File: config.mk
export PLATFORM = sky130hd
export DESIGN_NAME = life_step_controller_flat
export DESIGN_NICKNAME = d
export VERILOG_FILES = /design/src/rtl/life_step_controller_if.sv /design/src/rtl/life_step_controller.sv /design/src/flat_wrapper.sv
export SDC_FILE = /design/constraint.sdc
export NUM_CORES = 1
export LEC_CHECK = 0
export CAP_MARGIN = 30
export CORE_MARGIN = 2
export CORE_UTILIZATION = 53
export CTS_BUF_LIST = sky130_fd_sc_hd__clkbuf_4
export DETAILED_ROUTE_END_ITERATION = 12
export PLACE_DENSITY = 0.89
export SYNTH_ARGS = -nofsm -noshare
export SYNTH_HDL_FRONTEND = slang
export SYNTH_SLANG_ARGS = --single-unit
File: constraint.sdc
create_clock -name clk -period 2.69 [get_ports clk]
set_input_delay 0.269 -clock clk [delete_from_list [all_inputs] [get_ports clk]]
set_output_delay 0.269 -clock clk [all_outputs]
set_load 0.05 [all_outputs]
File: src/rtl/life_step_controller_if.sv
// Loader and display-readout handshake bundle for life_step_controller.
// The master side is the pattern loader / display; the slave side is the controller.
interface life_step_controller_if;
  logic        load_valid;
  logic        load_ready;
  logic [1:0]  load_tile;
  logic [15:0] load_data;
  logic        rd_req;
  logic [1:0]  rd_tile;
  logic        rd_ack;
  logic [15:0] rd_data;
  logic [15:0] rd_data_prev;

  modport master (
    output load_valid, load_tile, load_data, rd_req, rd_tile,
    input  load_ready, rd_ack, rd_data, rd_data_prev
  );

  modport slave (
    input  load_valid, load_tile, load_data, rd_req, rd_tile,
    output load_ready, rd_ack, rd_data, rd_data_prev
  );
endinterface

File: src/rtl/life_step_controller.sv
// Step sequencer and write-port arbiter for the 8x8 life tile array, plus tile readout.
// Optional macro LIFE_CTRL_MISS_CNT_EN adds a saturating missed_steps counter output.
module life_step_controller #(
  parameter int                  PERIOD_W       = 24,
  parameter logic [PERIOD_W-1:0] DEFAULT_PERIOD = PERIOD_W'(24'd4999999),
  parameter int                  GEN_W          = 16
) (
  input  logic                clk,
  input  logic                reset,
  input  logic                run,
  input  logic                single_step,
  input  logic                period_load,
  input  logic [PERIOD_W-1:0] period_val,
  life_step_controller_if.slave bus,
  output logic [15:0]         vali,
  output logic [1:0]          vali_selector,
  output logic                write_enb,
  output logic                step,
  output logic [1:0]          valo_selector,
  input  logic [15:0]         valo,
  input  logic [15:0]         valo_prev,
  output logic [GEN_W-1:0]    gen_count,
  output logic                busy
`ifdef LIFE_CTRL_MISS_CNT_EN
  ,
  output logic [7:0]          missed_steps
`endif
);

  typedef enum logic [1:0] {IDLE, WRITE, STEP, SETTLE} state_t;

  state_t              state_q, state_d;
  logic [PERIOD_W-1:0] period_q;
  logic [PERIOD_W-1:0] timer_q, timer_d;
  logic                stepPending_q, stepPending_d;
  logic                grant_q;
  logic [15:0]         vali_q;
  logic [1:0]          valiSel_q;
  logic                writeEnb_q;
  logic                step_q;
  logic [1:0]          valoSel_q;
  logic                rdPending_q;
  logic                rdAck_q;
  logic [15:0]         rdData_q;
  logic [15:0]         rdPrev_q;
  logic [GEN_W-1:0]    gen_q;
  logic [7:0]          missed_q;

  logic expiry;
  logic stepReq;
  logic goStep;
  logic loadReady;
  logic accept;
  logic captureRd;

  always_comb begin
    expiry        = run && !period_load && (timer_q == period_q);
    stepReq       = expiry || (single_step && !run);
    goStep        = (state_q == IDLE) && stepPending_q && (!grant_q || !bus.load_valid);
    // Gated by reset so the loader never sees a grant while the block is held in reset.
    loadReady     = reset && (state_q == IDLE) && !goStep;
    accept        = loadReady && bus.load_valid;
    captureRd     = rdPending_q && !bus.rd_req && ((state_q == IDLE) || (state_q == WRITE));
    timer_d       = (!run || period_load || expiry) ? '0 : timer_q + 1'b1;
    stepPending_d = (state_q == STEP) ? 1'b0 : (stepPending_q || stepReq);
    state_d       = state_q;
    case (state_q)
      IDLE:    if (goStep) state_d = STEP;
               else if (accept) state_d = WRITE;
      WRITE:   state_d = IDLE;
      STEP:    state_d = SETTLE;
      SETTLE:  state_d = IDLE;
      default: state_d = IDLE;
    endcase
  end

  always_ff @(posedge clk or negedge reset) begin
    if (!reset) begin
      state_q       <= IDLE;
      period_q      <= DEFAULT_PERIOD;
      timer_q       <= '0;
      stepPending_q <= 1'b0;
      grant_q       <= 1'b0;
      vali_q        <= '0;
      valiSel_q     <= '0;
      writeEnb_q    <= 1'b0;
      step_q        <= 1'b0;
      valoSel_q     <= '0;
      rdPending_q   <= 1'b0;
      rdAck_q       <= 1'b0;
      rdData_q      <= '0;
      rdPrev_q      <= '0;
      gen_q         <= '0;
      missed_q      <= '0;
    end else begin
      state_q       <= state_d;
      timer_q       <= timer_d;
      stepPending_q <= stepPending_d;
      writeEnb_q    <= accept;
      step_q        <= goStep;
      rdAck_q       <= captureRd;
      if (period_load) period_q <= period_val;
      if (accept) begin
        vali_q    <= bus.load_data;
        valiSel_q <= bus.load_tile;
      end
      // Grant favours the loader in the first IDLE after each step.
      if (accept) grant_q <= 1'b0;
      else if (state_q == STEP) grant_q <= 1'b1;
      if (state_q == STEP) gen_q <= gen_q + 1'b1;
      if (bus.rd_req) valoSel_q <= bus.rd_tile;
      rdPending_q <= bus.rd_req || (rdPending_q && !captureRd);
      if (captureRd) begin
        rdData_q <= valo;
        rdPrev_q <= valo_prev;
      end
      if (stepReq && stepPending_q && (missed_q != 8'hFF)) missed_q <= missed_q + 8'd1;
    end
  end

  assign bus.load_ready   = loadReady;
  assign bus.rd_ack       = rdAck_q;
  assign bus.rd_data      = rdData_q;
  assign bus.rd_data_prev = rdPrev_q;
  assign vali             = vali_q;
  assign vali_selector    = valiSel_q;
  assign write_enb        = writeEnb_q;
  assign step             = step_q;
  assign valo_selector    = valoSel_q;
  assign gen_count        = gen_q;
  assign busy             = (state_q != IDLE);

`ifdef LIFE_CTRL_MISS_CNT_EN
  assign missed_steps = missed_q;
`else
  logic unusedMissed;
  assign unusedMissed = ^missed_q;
`endif

endmodule

File: src/flat_wrapper.sv
// flat-port wrapper written by rule: the top's interface ports become plain ports
module life_step_controller_flat 
#(
  parameter int                  PERIOD_W       = 24,
  parameter logic [PERIOD_W-1:0] DEFAULT_PERIOD = PERIOD_W'(24'd4999999),
  parameter int                  GEN_W          = 16
)
  (clk, reset, run, single_step, period_load, period_val, vali, vali_selector, write_enb, step, valo_selector, valo, valo_prev, gen_count, busy, bus_load_valid, bus_load_tile, bus_load_data, bus_rd_req, bus_rd_tile, bus_load_ready, bus_rd_ack, bus_rd_data, bus_rd_data_prev);
  life_step_controller_if bus_i ();
  input  logic clk;
  input  logic reset;
  input  logic run;
  input  logic single_step;
  input  logic period_load;
  input  logic [PERIOD_W-1:0] period_val;
  output logic [15:0] vali;
  output logic [1:0] vali_selector;
  output logic write_enb;
  output logic step;
  output logic [1:0] valo_selector;
  input  logic [15:0] valo;
  input  logic [15:0] valo_prev;
  output logic [GEN_W-1:0] gen_count;
  output logic busy;
  input wire logic [$bits(bus_i.load_valid)-1:0] bus_load_valid;
  input wire logic [$bits(bus_i.load_tile)-1:0] bus_load_tile;
  input wire logic [$bits(bus_i.load_data)-1:0] bus_load_data;
  input wire logic [$bits(bus_i.rd_req)-1:0] bus_rd_req;
  input wire logic [$bits(bus_i.rd_tile)-1:0] bus_rd_tile;
  output wire logic [$bits(bus_i.load_ready)-1:0] bus_load_ready;
  output wire logic [$bits(bus_i.rd_ack)-1:0] bus_rd_ack;
  output wire logic [$bits(bus_i.rd_data)-1:0] bus_rd_data;
  output wire logic [$bits(bus_i.rd_data_prev)-1:0] bus_rd_data_prev;
  assign bus_i.load_valid = bus_load_valid;
  assign bus_i.load_tile = bus_load_tile;
  assign bus_i.load_data = bus_load_data;
  assign bus_i.rd_req = bus_rd_req;
  assign bus_i.rd_tile = bus_rd_tile;
  assign bus_load_ready = bus_i.load_ready;
  assign bus_rd_ack = bus_i.rd_ack;
  assign bus_rd_data = bus_i.rd_data;
  assign bus_rd_data_prev = bus_i.rd_data_prev;
  life_step_controller #(.PERIOD_W(PERIOD_W), .DEFAULT_PERIOD(DEFAULT_PERIOD), .GEN_W(GEN_W)) u_core (.clk(clk), .reset(reset), .run(run), .single_step(single_step), .period_load(period_load), .period_val(period_val), .bus(bus_i), .vali(vali), .vali_selector(vali_selector), .write_enb(write_enb), .step(step), .valo_selector(valo_selector), .valo(valo), .valo_prev(valo_prev), .gen_count(gen_count), .busy(busy));
endmodule
==> results.sh <==
export IMPL_synth_top_area_frac=0.5316
export IMPL_r2r_setup_slack_ns=0.75
export IMPL_viasPerCell=5.260
export IMPL_worst_pin_slew_ns=0.6496
export IMPL_clockBufferDepth=2
export IMPL_setup_violations=0
export IMPL_synth_top_family_by_area="simple AND/OR/NAND/NOR gates"
export IMPL_postCtsHoldBufs=1
export IMPL_yosysWarnings=0
export IMPL_grt_pass1_vias=3979
export IMPL_die_y_um=103.3
export IMPL_insertion_delay_ns=0.52
export IMPL_fp_dieArea_um2=10670
export IMPL_timing_rr_end="u_core.stepPending_q"
export IMPL_netlist_instances=434
export IMPL_core_region_area_um2=9684
export IMPL_dp_hpwl_um=8987
export IMPL_rows=36
export IMPL_hold_ws_ns=0.09454
export IMPL_power_leakage_uw=0.003206
export IMPL_antenna_found_initial=0
export IMPL_synth_area_top_cells="dfrtp_1 (53%), mux2_2 (13%), xor2_1 (7.7%)"
export IMPL_synth_area_leader_cell="dfrtp_1"
export IMPL_grtUsageTotal=0.2348
export IMPL_clock_sinks=124
export IMPL_status="finished, final reports clean"
export IMPL_power_density_nw_per_um2=1037
export IMPL_end_kind="output port"
export IMPL_rsz0062_at_grt="no"
export IMPL_fmax_ghz=0.4261
export IMPL_cp_arrival_ns=2.08
export IMPL_area_growth_pct=38.77
export IMPL_diodes=0
export IMPL_internal_power_uw=4334
export IMPL_cts_tree="done"
export IMPL_crit_required_ns=2.42
export IMPL_cts_setup_buffers=0
export IMPL_drt_initial_drc_count=168
export IMPL_crit_path_end="busy"
export IMPL_async_reset_ff_frac=1.000
export IMPL_hold_viol=0
export IMPL_drt_pass1_iter_count=7
export IMPL_critPathLaunch="u_core.state_q[1]"
export IMPL_synthTopCellsByCount="dfrtp_1 (111), nand2_1 (76), mux2_2 (58), xor2_1 (46), nor2_1 (35)"
export IMPL_cts_resized=0
export IMPL_dieWidth_um=103.3
export IMPL_clock_skew_ns=0.01459
export IMPL_synth_nets=519
export IMPL_grt_max_degree=124
export IMPL_slew_headroom=0.5669
export IMPL_synth_adder_area_share=0.004789
export IMPL_synthSimpleGateAreaFrac=0.1470
export IMPL_cts_buffers=17
export IMPL_maxCapViolCount=0
export IMPL_grt_pass1_wl_um=18820
export IMPL_critPathKind="reg2out"
export IMPL_start_util=0.5395
export IMPL_ff2ff_path_depth=5
export IMPL_ys_ff_latch=124
export IMPL_ys_types=36
export IMPL_dominantRegCellSynth="dfrtp_1"
export IMPL_ios=156
export IMPL_fin_nets=685
export IMPL_drive_above_1_share=0.1892
export IMPL_synth_most_common_cell="dfrtp_1"
export IMPL_reg2reg_from="u_core.timer_q[14]"
export IMPL_synth_mux_area_frac=0.1250
export IMPL_yosysSeqAreaShare=0.5970
export IMPL_sw_frac_of_total=0.4237
export IMPL_synth_xor_area_frac=0.1006
export IMPL_p_sw_uw=3187
export IMPL_portBuffers=155
export IMPL_clkTransAtPathRegs_ns=0.10
export IMPL_path_max_fanout=6
export IMPL_gr_total_overflow=0
export IMPL_wirelength_um=12260
export IMPL_holdCritPathClass="in2async"
export IMPL_period_minus_slack_ns=2.347
export IMPL_synth_compound_area_frac=0.007184
export IMPL_htree_levels=4
export IMPL_seqPwrFrac=0.356
export IMPL_tns_ns=0
export IMPL_ctsRootBufferMaster="clkbuf_4"
export IMPL_fin_crit_sh=0.8725
export IMPL_clkPwrFrac=0.190
export IMPL_num_vias=3924
export IMPL_synth_edf_count=0
export IMPL_synth_area_um2=5225
export IMPL_drc_errors=0
export IMPL_startpoint_type="flip-flop"
export IMPL_wl_per_cell_um=16.44
export IMPL_ant_nets=0
export IMPL_gp_congestion=0.8979
export IMPL_peakVddDrop_mv=0.5989
export IMPL_synth_area_per_cell_um2=12.04
export IMPL_power_share_combinational=0.454
export IMPL_slew_violations=0
registers in the layout (all words and copies together) (netlist names):
register                 flops
u_core.stepPending_q         1
u_core.period_q             24
u_core.gen_count            16
u_core.bus.rd_data          16
u_core.vali                 16
u_core.step                  1
u_core.vali_selector         2
u_core.bus.rd_ack            1
u_core.timer_q              24
u_core.bus.rd_data_prev     16
u_core.valo_selector         2
u_core.grant_q               1
u_core.rdPending_q           1
u_core.state_q               2
u_core.write_enb             1
metal layers:
metal	vias up	part of all wire	track usage
li1	1783	-	-
met1	1938	0.40	0.2876
met2	173	0.50	0.3851
met3	30	0.074	0.06317
met4	0	0.029	0.1194
met5	-	0	0
cells by family (layout without fill, tap and decap cells):
group | Yosys count | count (layout)
AOI/OAI and AO/OA | 6 | 6
xor gates and xnor gates | 60 | 60
adders and majority gates | 2 | 2
buffers and inverters | 20 | 199
DFF | 124 | 124
muxes | 58 | 58
and+or+nand+nor | 164 | 164
power groups by stage:
stage                     registers (uW)  logic (uW)  clock network, uW
after floorplan                     4150         707                  0
after global placement              2680        3330                  0
after detailed placement            2720        3410                  0
after CTS                           2690        3430               1450
after global routing                2740        3570               1550
final                               2680        3410               1430
cell usage in the layout (no fill, tap or decap), types with 2 or more instances in the layout:
cell type          n
xnor2_1           14
nor2b_1            2
and3_1             5
bufinv_16          4
clkinv_2           4
nor4_1             6
nor2_1            35
nand2_1           76
nand4_1           11
dfstp_2           13
nand2b_1           2
and4_1             2
xor2_1            46
ha_1               2
inv_1              5
mux2_2            58
clkinvlp_4         4
clkbuf_4          19
buf_4              7
clkdlybuf4s50_1  153
dfrtp_1          111
nand3_1           14
worst min path at each step:
stage	slack [ns]	to	depth (start not counted)
after global placement	0.08	u_core.grant_q	1
after CTS	0.07	u_core.grant_q	2
after global routing	0.06	u_core.grant_q	2
after detailed placement	0.08	u_core.grant_q	1
final	0.09	u_core.grant_q	2
after floorplan	-0.03	u_core.bus.rd_ack	0
metrics by stage:
step / cell area, um^2 / instances / total power (uW) / worst slack [ns] / util
floorplan: 5225 / 434 / 4852 / 1.021 / -
global placement: 6924 / 713 / 6015 / 0.8254 / 0.7150
detailed placement: 6924 / 713 / 6135 / 0.7768 / 0.7150
CTS: 7251 / 746 / 7569 / 0.3203 / 0.7487
global route: 7251 / 746 / 7857 / 0.2769 / 0.7487
finish: 7251 / 746 / 7521 / 0.3430 / 0.7487
worst max-delay path, cell delays in order (launching register included):
cell             delay [ns]
dfrtp_1                0.48
nor2_1                 0.28
inv_1                  0.08
clkdlybuf4s50_1        0.72
area by class of cell:
| type | count | area, um^2 |
|---|---|---|
| sequential | 124 | 3119 |
| fill | 594 | 2434 |
| multi-input combinational | 290 | 2016 |
| timing repair buffer | 162 | 1614 |
| clock inverter | 13 | 173.9 |
| tap | 133 | 166.4 |
| clock buffer | 19 | 142.6 |
| inverter | 5 | 18.77 |
(Power assumes the default switching activity.)
